==> src/rtl/pipe_hazard_ctrl.sv <==
// Central stall/flush scheduler for the 5-stage pipeline: divide sequencing, load-use interlock,
// exception redirect and fetch drain. Optional stall-cycle perf counter under HAZARD_PERF_CNT_EN.
module pipe_hazard_ctrl #(
    parameter int unsigned DIV_CYCLES = 33,
    parameter int unsigned DIV_CNT_W  = 6
) (
    input  logic        clk,
    input  logic        resetn,
    input  logic        inst_busy,
    input  logic        data_busy,
    input  logic        id_ldhazard,
    input  logic        ex_div,
    input  logic        mem_exc,
    output logic        pc_stall,
    output logic        pc_refresh,
    output logic        if_id_stall,
    output logic        if_id_refresh,
    output logic        id_ex_stall,
    output logic        id_ex_refresh,
    output logic        ex_mem_stall,
    output logic        ex_mem_refresh,
    output logic        mem_wb_stall,
    output logic        mem_wb_refresh,
    output logic        div_done,
    output logic        inst_discard,
    output logic [31:0] stall_cycles
);

    localparam logic [DIV_CNT_W-1:0] DIV_LAST = DIV_CNT_W'(DIV_CYCLES - 1);
    localparam logic [DIV_CNT_W-1:0] CNT_ONE  = DIV_CNT_W'(1);

    typedef enum logic [1:0] {
        ST_RUN   = 2'd0,
        ST_DIV   = 2'd1,
        ST_DRAIN = 2'd2
    } state_t;

    state_t                 r_state;
    state_t                 w_state_nxt;
    logic [DIV_CNT_W-1:0]   r_div_cnt;
    logic [DIV_CNT_W-1:0]   w_div_cnt_nxt;

    // State and divide counter register
    always_ff @(posedge clk) begin
        if (!resetn) begin
            r_state   <= ST_RUN;
            r_div_cnt <= '0;
        end else begin
            r_state   <= w_state_nxt;
            r_div_cnt <= w_div_cnt_nxt;
        end
    end

    // Prioritised hazard resolution; only the highest active condition drives the pipeline
    always_comb begin
        pc_stall       = 1'b0;
        pc_refresh     = 1'b0;
        if_id_stall    = 1'b0;
        if_id_refresh  = 1'b0;
        id_ex_stall    = 1'b0;
        id_ex_refresh  = 1'b0;
        ex_mem_stall   = 1'b0;
        ex_mem_refresh = 1'b0;
        mem_wb_stall   = 1'b0;
        mem_wb_refresh = 1'b0;
        div_done       = 1'b0;
        inst_discard   = (r_state == ST_DRAIN);
        w_state_nxt    = r_state;
        w_div_cnt_nxt  = r_div_cnt;

        // The dropped response lands in the cycle inst_busy is seen low
        if (r_state == ST_DRAIN && !inst_busy) begin
            w_state_nxt = ST_RUN;
        end

        if (!resetn) begin
            pc_refresh     = 1'b1;
            if_id_refresh  = 1'b1;
            id_ex_refresh  = 1'b1;
            ex_mem_refresh = 1'b1;
            mem_wb_refresh = 1'b1;
            inst_discard   = 1'b0;
            w_state_nxt    = ST_RUN;
            w_div_cnt_nxt  = '0;
        end else if (mem_exc) begin
            // WB of the excepting instruction is suppressed by CP0, so mem_wb is left alone
            pc_refresh     = 1'b1;
            if_id_refresh  = 1'b1;
            id_ex_refresh  = 1'b1;
            ex_mem_refresh = 1'b1;
            w_div_cnt_nxt  = '0;
            w_state_nxt    = inst_busy ? ST_DRAIN : ST_RUN;
        end else if (data_busy) begin
            pc_stall       = 1'b1;
            if_id_stall    = 1'b1;
            id_ex_stall    = 1'b1;
            ex_mem_stall   = 1'b1;
            mem_wb_refresh = 1'b1;
            // Divider keeps running; hold at the last count until the memory stall clears
            if (r_state == ST_DIV && r_div_cnt != DIV_LAST) begin
                w_div_cnt_nxt = r_div_cnt + CNT_ONE;
            end
        end else if (r_state == ST_DIV || (r_state == ST_RUN && ex_div)) begin
            if (r_state == ST_DIV && r_div_cnt == DIV_LAST) begin
                div_done      = 1'b1;
                w_state_nxt   = ST_RUN;
                w_div_cnt_nxt = '0;
            end else begin
                pc_stall       = 1'b1;
                if_id_stall    = 1'b1;
                id_ex_stall    = 1'b1;
                ex_mem_refresh = 1'b1;
                w_state_nxt    = ST_DIV;
                w_div_cnt_nxt  = (r_state == ST_DIV) ? (r_div_cnt + CNT_ONE) : CNT_ONE;
            end
        end else if (id_ldhazard) begin
            pc_stall      = 1'b1;
            if_id_stall   = 1'b1;
            id_ex_refresh = 1'b1;
        end else if (inst_busy || r_state == ST_DRAIN) begin
            pc_stall      = 1'b1;
            if_id_refresh = 1'b1;
        end
    end

`ifdef HAZARD_PERF_CNT_EN
    logic [31:0] r_stall_cycles;

    // Counts every cycle the PC is held; wraps naturally
    always_ff @(posedge clk) begin
        if (!resetn) begin
            r_stall_cycles <= 32'd0;
        end else if (pc_stall) begin
            r_stall_cycles <= r_stall_cycles + 32'd1;
        end
    end

    assign stall_cycles = r_stall_cycles;
`else
    assign stall_cycles = 32'b0;
`endif

`ifndef SYNTHESIS
    generate
        if (DIV_CYCLES < 2 || DIV_CYCLES > 63 || DIV_CYCLES > (2 ** DIV_CNT_W)) begin : g_bad_cfg
            $error("pipe_hazard_ctrl: DIV_CYCLES out of range for DIV_CNT_W");
        end
    endgenerate

    a_pc_excl: assert property (@(posedge clk) disable iff (!resetn) !(pc_stall && pc_refresh));
    a_done_pulse: assert property (@(posedge clk) disable iff (!resetn) div_done |=> !div_done);
`endif

endmodule

==> config.mk <==
export PLATFORM = sky130hd
export DESIGN_NAME = pipe_hazard_ctrl
export DESIGN_NICKNAME = d
export VERILOG_FILES = /design/src/rtl/pipe_hazard_ctrl.sv
export SDC_FILE = /design/constraint.sdc
export NUM_CORES = 1
export LEC_CHECK = 0
export ABC_CLOCK_PERIOD_IN_PS = 1800
export CAP_MARGIN = 15
export CORE_MARGIN = 4
export CORE_UTILIZATION = 37
export DETAILED_ROUTE_END_ITERATION = 16
export PLACE_DENSITY = 0.88
export REMOVE_ABC_BUFFERS = 1
export SKIP_CTS_REPAIR_TIMING = 1
export SYNTH_ARGS = -nofsm -noshare
export SYNTH_HDL_FRONTEND = slang
export SYNTH_SLANG_ARGS = --single-unit
==> constraint.sdc <==
create_clock -name clk -period 1.8 [get_ports clk]
set_clock_uncertainty 0.2 [all_clocks]
set_input_delay 0.36 -clock clk [delete_from_list [all_inputs] [get_ports clk]]
set_output_delay 0.36 -clock clk [all_outputs]
set_load 0.05 [all_outputs]
# == Word-level counts from Yosys, hierarchy flattened ==
# Cells that the tools add are included.
# word_totals
reg_bits,8
wordCells,71
out_inout_bits,44
in_bits,7
# op_classes
n_addsub,1
n_reduce_logical,11
bitwise,1
n_eq_ne,5
n_mux,51
# op_table
cell,count
1-bit 2-to-1 mux,41
6-bit 2-to-1 mux,5
2-bit 2-to-1 mux,5
6-bit by 1-bit adder with 6-bit output (second input constant),1
6-bit equality test (second input constant),1
6-bit != test (second input constant),1
1-bit logical AND,4
2-bit by 1-bit equality test with 1-bit output (second input constant),1
2-bit equality test (second input constant),1
2-bit zero test,1
1-bit logical OR,2
2-bit by 1-bit != test with 1-bit output (second input constant),1
2-bit AND reduction,1
2-bit nonzero test,1
2-bit OR reduction,1
1-bit zero test,1
1-bit NOT,1

# == Longest topological paths before layout ==
# logic_depth
ltp_word,8
depth_mapped,6

# == Worst setup path before layout ==
# No wires, ideal clock.
# synth_timing
kind,register -> output
start,register r_div_cnt[0]
end,output port ex_mem_refresh
stages_incl_launch_ff,7
path_slack_ns,-1.307
required_time_ns,1.240
n_path_buf,0
arrival_time_ns,2.547
cell_sequence,dfxtp_1 -> inv_1 -> ha_1 -> nor2b_1 -> nand2_1 -> nor2_1 -> o41ai_1
# synth_via
elab_chain_cells,7
# synth_rtl
item,line_no,source
"start, declared",40,logic [DIV_CNT_W-1:0] r_div_cnt;
"start signal, assigned",50,r_div_cnt <= w_div_cnt_nxt;
6-bit equality test,104,if (r_state == ST_DIV && r_div_cnt == DIV_LAST) begin
1-bit logical AND,104,
1-bit 2-to-1 mux,104,
1-bit 2-to-1 mux,103,end else if (r_state == ST_DIV || (r_state == ST_RUN && ex_div)) begin
1-bit 2-to-1 mux,93,end else if (data_busy) begin
1-bit 2-to-1 mux,85,end else if (mem_exc) begin
1-bit 2-to-1 mux,76,if (!resetn) begin
"end, declared",21,"output logic ex_mem_refresh,"
# Every way passes these cells.

# == Worst setup path after layout ==
# layout_timing
start,register r_div_cnt[1]
end,output port pc_stall
# layout_via
elab_chain_cells,7
# layout_rtl
item,line_no,source
6-bit equality test,104,
1-bit logical AND,104,
1-bit 2-to-1 mux,104,
1-bit 2-to-1 mux,103,
1-bit 2-to-1 mux,93,
1-bit 2-to-1 mux,85,
1-bit 2-to-1 mux,76,
"end, declared",14,"output logic pc_stall,"
# Every way passes these cells.

==> qor.csv <==
stage,metric,value,unit
die,core_area,2040,sq um
cells_and_area,num-nets-final,172,
cts,cts-root-buf,clkbuf_4,
cts,clk_pin_slew_worst_paths,0.05,ns
yosys,synthSimpleGateAreaFrac,19.4,%
run,max-cap-violations,0,
place,place_inst,182,
cells_and_area,fin_util,66.6,%
setup_path,reg2reg_slack,-0.02,ns
yosys,yosysWarningCount,0,
die,fp-row-count,16,
setup_path,cp-end-kind,primary output,
routing,wirelength,3000,um
grt,grt_pass1_wl,3590,um
yosys,muxShareOfSynthArea,0,%
routing,ant_nets,0,
yosys,synth-main-ff-cell,dfxtp_1,
setup_path,path_cells,inv_2 > ha_2 > nor2b_4 > a311oi_2 > nor2_1 > a31oi_2 > buf_12,
routing,wl_per_cell,16.0,um
die,die_h,55.4,um
yosys,synth_compound_area_share,22.7,%
setup_path,cp_max_fo,3,
setup_path,path_buf_inv,2,
yosys,seq_area_frac_synth,19.2,%
yosys,synth_cell_type_count,27,
power_and_ir_drop,p_per_area,520,nW/um^2
die,dieArea,3070,sq um
cts,cts.sinks,8,
routing,vias,941,
timing,period_minus_slack,2.29,ns
cts,h-tree-depth,1,
cells_and_area,fillers,173,
die,start_util,40.7,%
yosys,async_reset_ff_share,0,%
place,routabilityCongestion,0.891,
yosys,yosys.area_share.xor_xnor,0,%
grt,grt_pass1_vias,782,
setup_path,cpPeakStageDelay,0.33,ns
setup_path,cp_top_family,compound AO/OA/AOI/OAI gates,
yosys,synth_fa_ha_area_share,3.01,%
cells_and_area,layout-drive-gt1-share,46.0,%
routing,vias_per_cell,5.01,
yosys,synth_top_family_by_area,buffers and inverters,
grt,overflow,0,
power_and_ir_drop,p_leak,0.000647,uW
grt,grt_antenna_before_repair,0,
routing,first_pass_iters,4,
power_and_ir_drop,ir_drop,0.459,mV
die,die_w,55.4,um
hold_path,hold_class,in -> reg,
routing,route.detailed.drc,0,
setup_path,crit_slowest_cell,dfxtp_2,
timing,post-route-period-util,127,%
grt,grt_max_degree,10,
timing,timing.fmax,0.437,GHz
routing,first_iter_violations,34,
setup_path,crit_type,reg -> out,
status,violations,setup timing,
timing,rsz0062_at_grt,true,
place,dp_hpwl,1950,um
cts,cts_tree,yes,
yosys,syn_area_per_cell,7.11,sq um
timing,finalSetupViolations,8,
yosys,synth.cell_area,832,sq um
yosys,netlist_instances,117,
setup_path,startpoint_type,flip-flop,
cells_and_area,diodes,0,
setup_path,worst_ep_arrival_time,1.73,ns
timing,finalWorstSetupSlack,-0.486,ns
timing,setup-tns-final,-2.44,ns
cts,numCtsBuffers,3,
status,status,finished with violations,
yosys,synth_seq_cells,8,
timing,hold_viol_final,0,
cts,clockBufferDepth,2,
place,port_buffers,17,
timing,maxSlewViolCount,0,
die,ios,51,
cells_and_area,instances_no_fill,188,
grt,grt_usage,14.3,%
cts,insertion_delay,0.26,ns
yosys,synth_edf_count,0,
cells_and_area,area_growth_syn_to_layout,63.5,%
setup_path,worstPathRequired,1.24,ns
-- metrics by stage --
stage | hold slack, ns | setup WS, ns | area (sq um) | power (uW)
floorplan | 0.232 | -1.34 | 686 | 417
global placement | 0.324 | -0.450 | 1180 | 525
detailed placement | 0.357 | -0.518 | 1180 | 531
CTS | 0.368 | -0.600 | 1200 | 665
global route | 0.355 | -0.542 | 1360 | 733
finish | 0.339 | -0.486 | 1360 | 708
-- routing by layer --
layer	vias to the layer above	global-route usage [%]	share of wire, %
li1	422	-	-
met5	-	0	0
met4	0	4.51	2.0
met2	55	27.7	57
met3	13	3.73	6.8
met1	451	14.7	34
-- cells in the mapped netlist, types with 2 or more instances --
master	count	share of area (%)
buf_4	34	31
dfxtp_1	8	19
o21ai_0	8	4.8
nor2_1	7	3.2
a21oi_1	6	3.6
inv_1	6	2.7
o21ai_1	6	3.6
a31oi_1	5	3.8
nand2_1	5	2.3
nand3_1	4	2.4
nor2b_1	4	3.0
clkbuf_1	3	1.4
nor3_1	3	1.8
and3_1	2	1.5
ha_1	2	3.0
nand2b_1	2	1.5
o31ai_1	2	1.8
-- worst min-delay path, cell delays in order --
cell and delay (ns):
dlymetal6s2s_1 0.14, buf_4 0.14, o21ai_0 0.06, nor2_1 0.05
-- layout make-up --
cell class	instances	area, sq um	area share, %
Tap cell	27	33.8	2.48
Sequential cell	8	169	12.4
Timing Repair Buffer	46	500	36.8
Inverter	7	28.8	2.12
Clock buffer	3	22.5	1.66
Multi-Input combinational cell	97	606	44.5
-- report_power, final --
part / internal (uW) / switching, uW
sequential: 180 / 6.09
clock: 76.5 / 63.9
combinational: 106 / 275
-- path summary, 6_finish.rpt --
path,endpoint,start,cells past startpoint
setup reg to reg,r_state[0],r_div_cnt[1],8
setup / recovery,pc_stall,r_div_cnt[1],7
hold reg to reg,r_div_cnt[5],r_div_cnt[5],2
hold / removal,r_state[1],resetn,4
-- placed cells by master, fill, tap and decap left out, drive strengths merged, types with 2 or more instances in the layout --
master / instances
conb: 33
and3: 2
nor3: 3
a21oi: 7
clkbuf: 4
dlymetal6s2s: 5
inv: 7
dfxtp: 8
o31ai: 2
nand3: 4
nand2b: 2
ha: 2
nand2: 5
a31oi: 5
o21ai: 14
nor2: 8
buf: 40
nor2b: 4
-- sequential cells by signal, summed over array words and instances, names as in the netlist --
name,flops
r_div_cnt,6
r_state,2
-- logic make-up after synthesis --
| kind of cell | count (synthesis) |
|---|---|
| AND/OR/NAND/NOR | 30 |
| buffers and inverters | 44 |
| flip-flops | 8 |
| adder cells (fa/ha/maj) | 2 |
| other | 1 |
| AO/OA/AOI/OAI | 32 |
No activity file was read; power rests on OpenSTA's default activity.
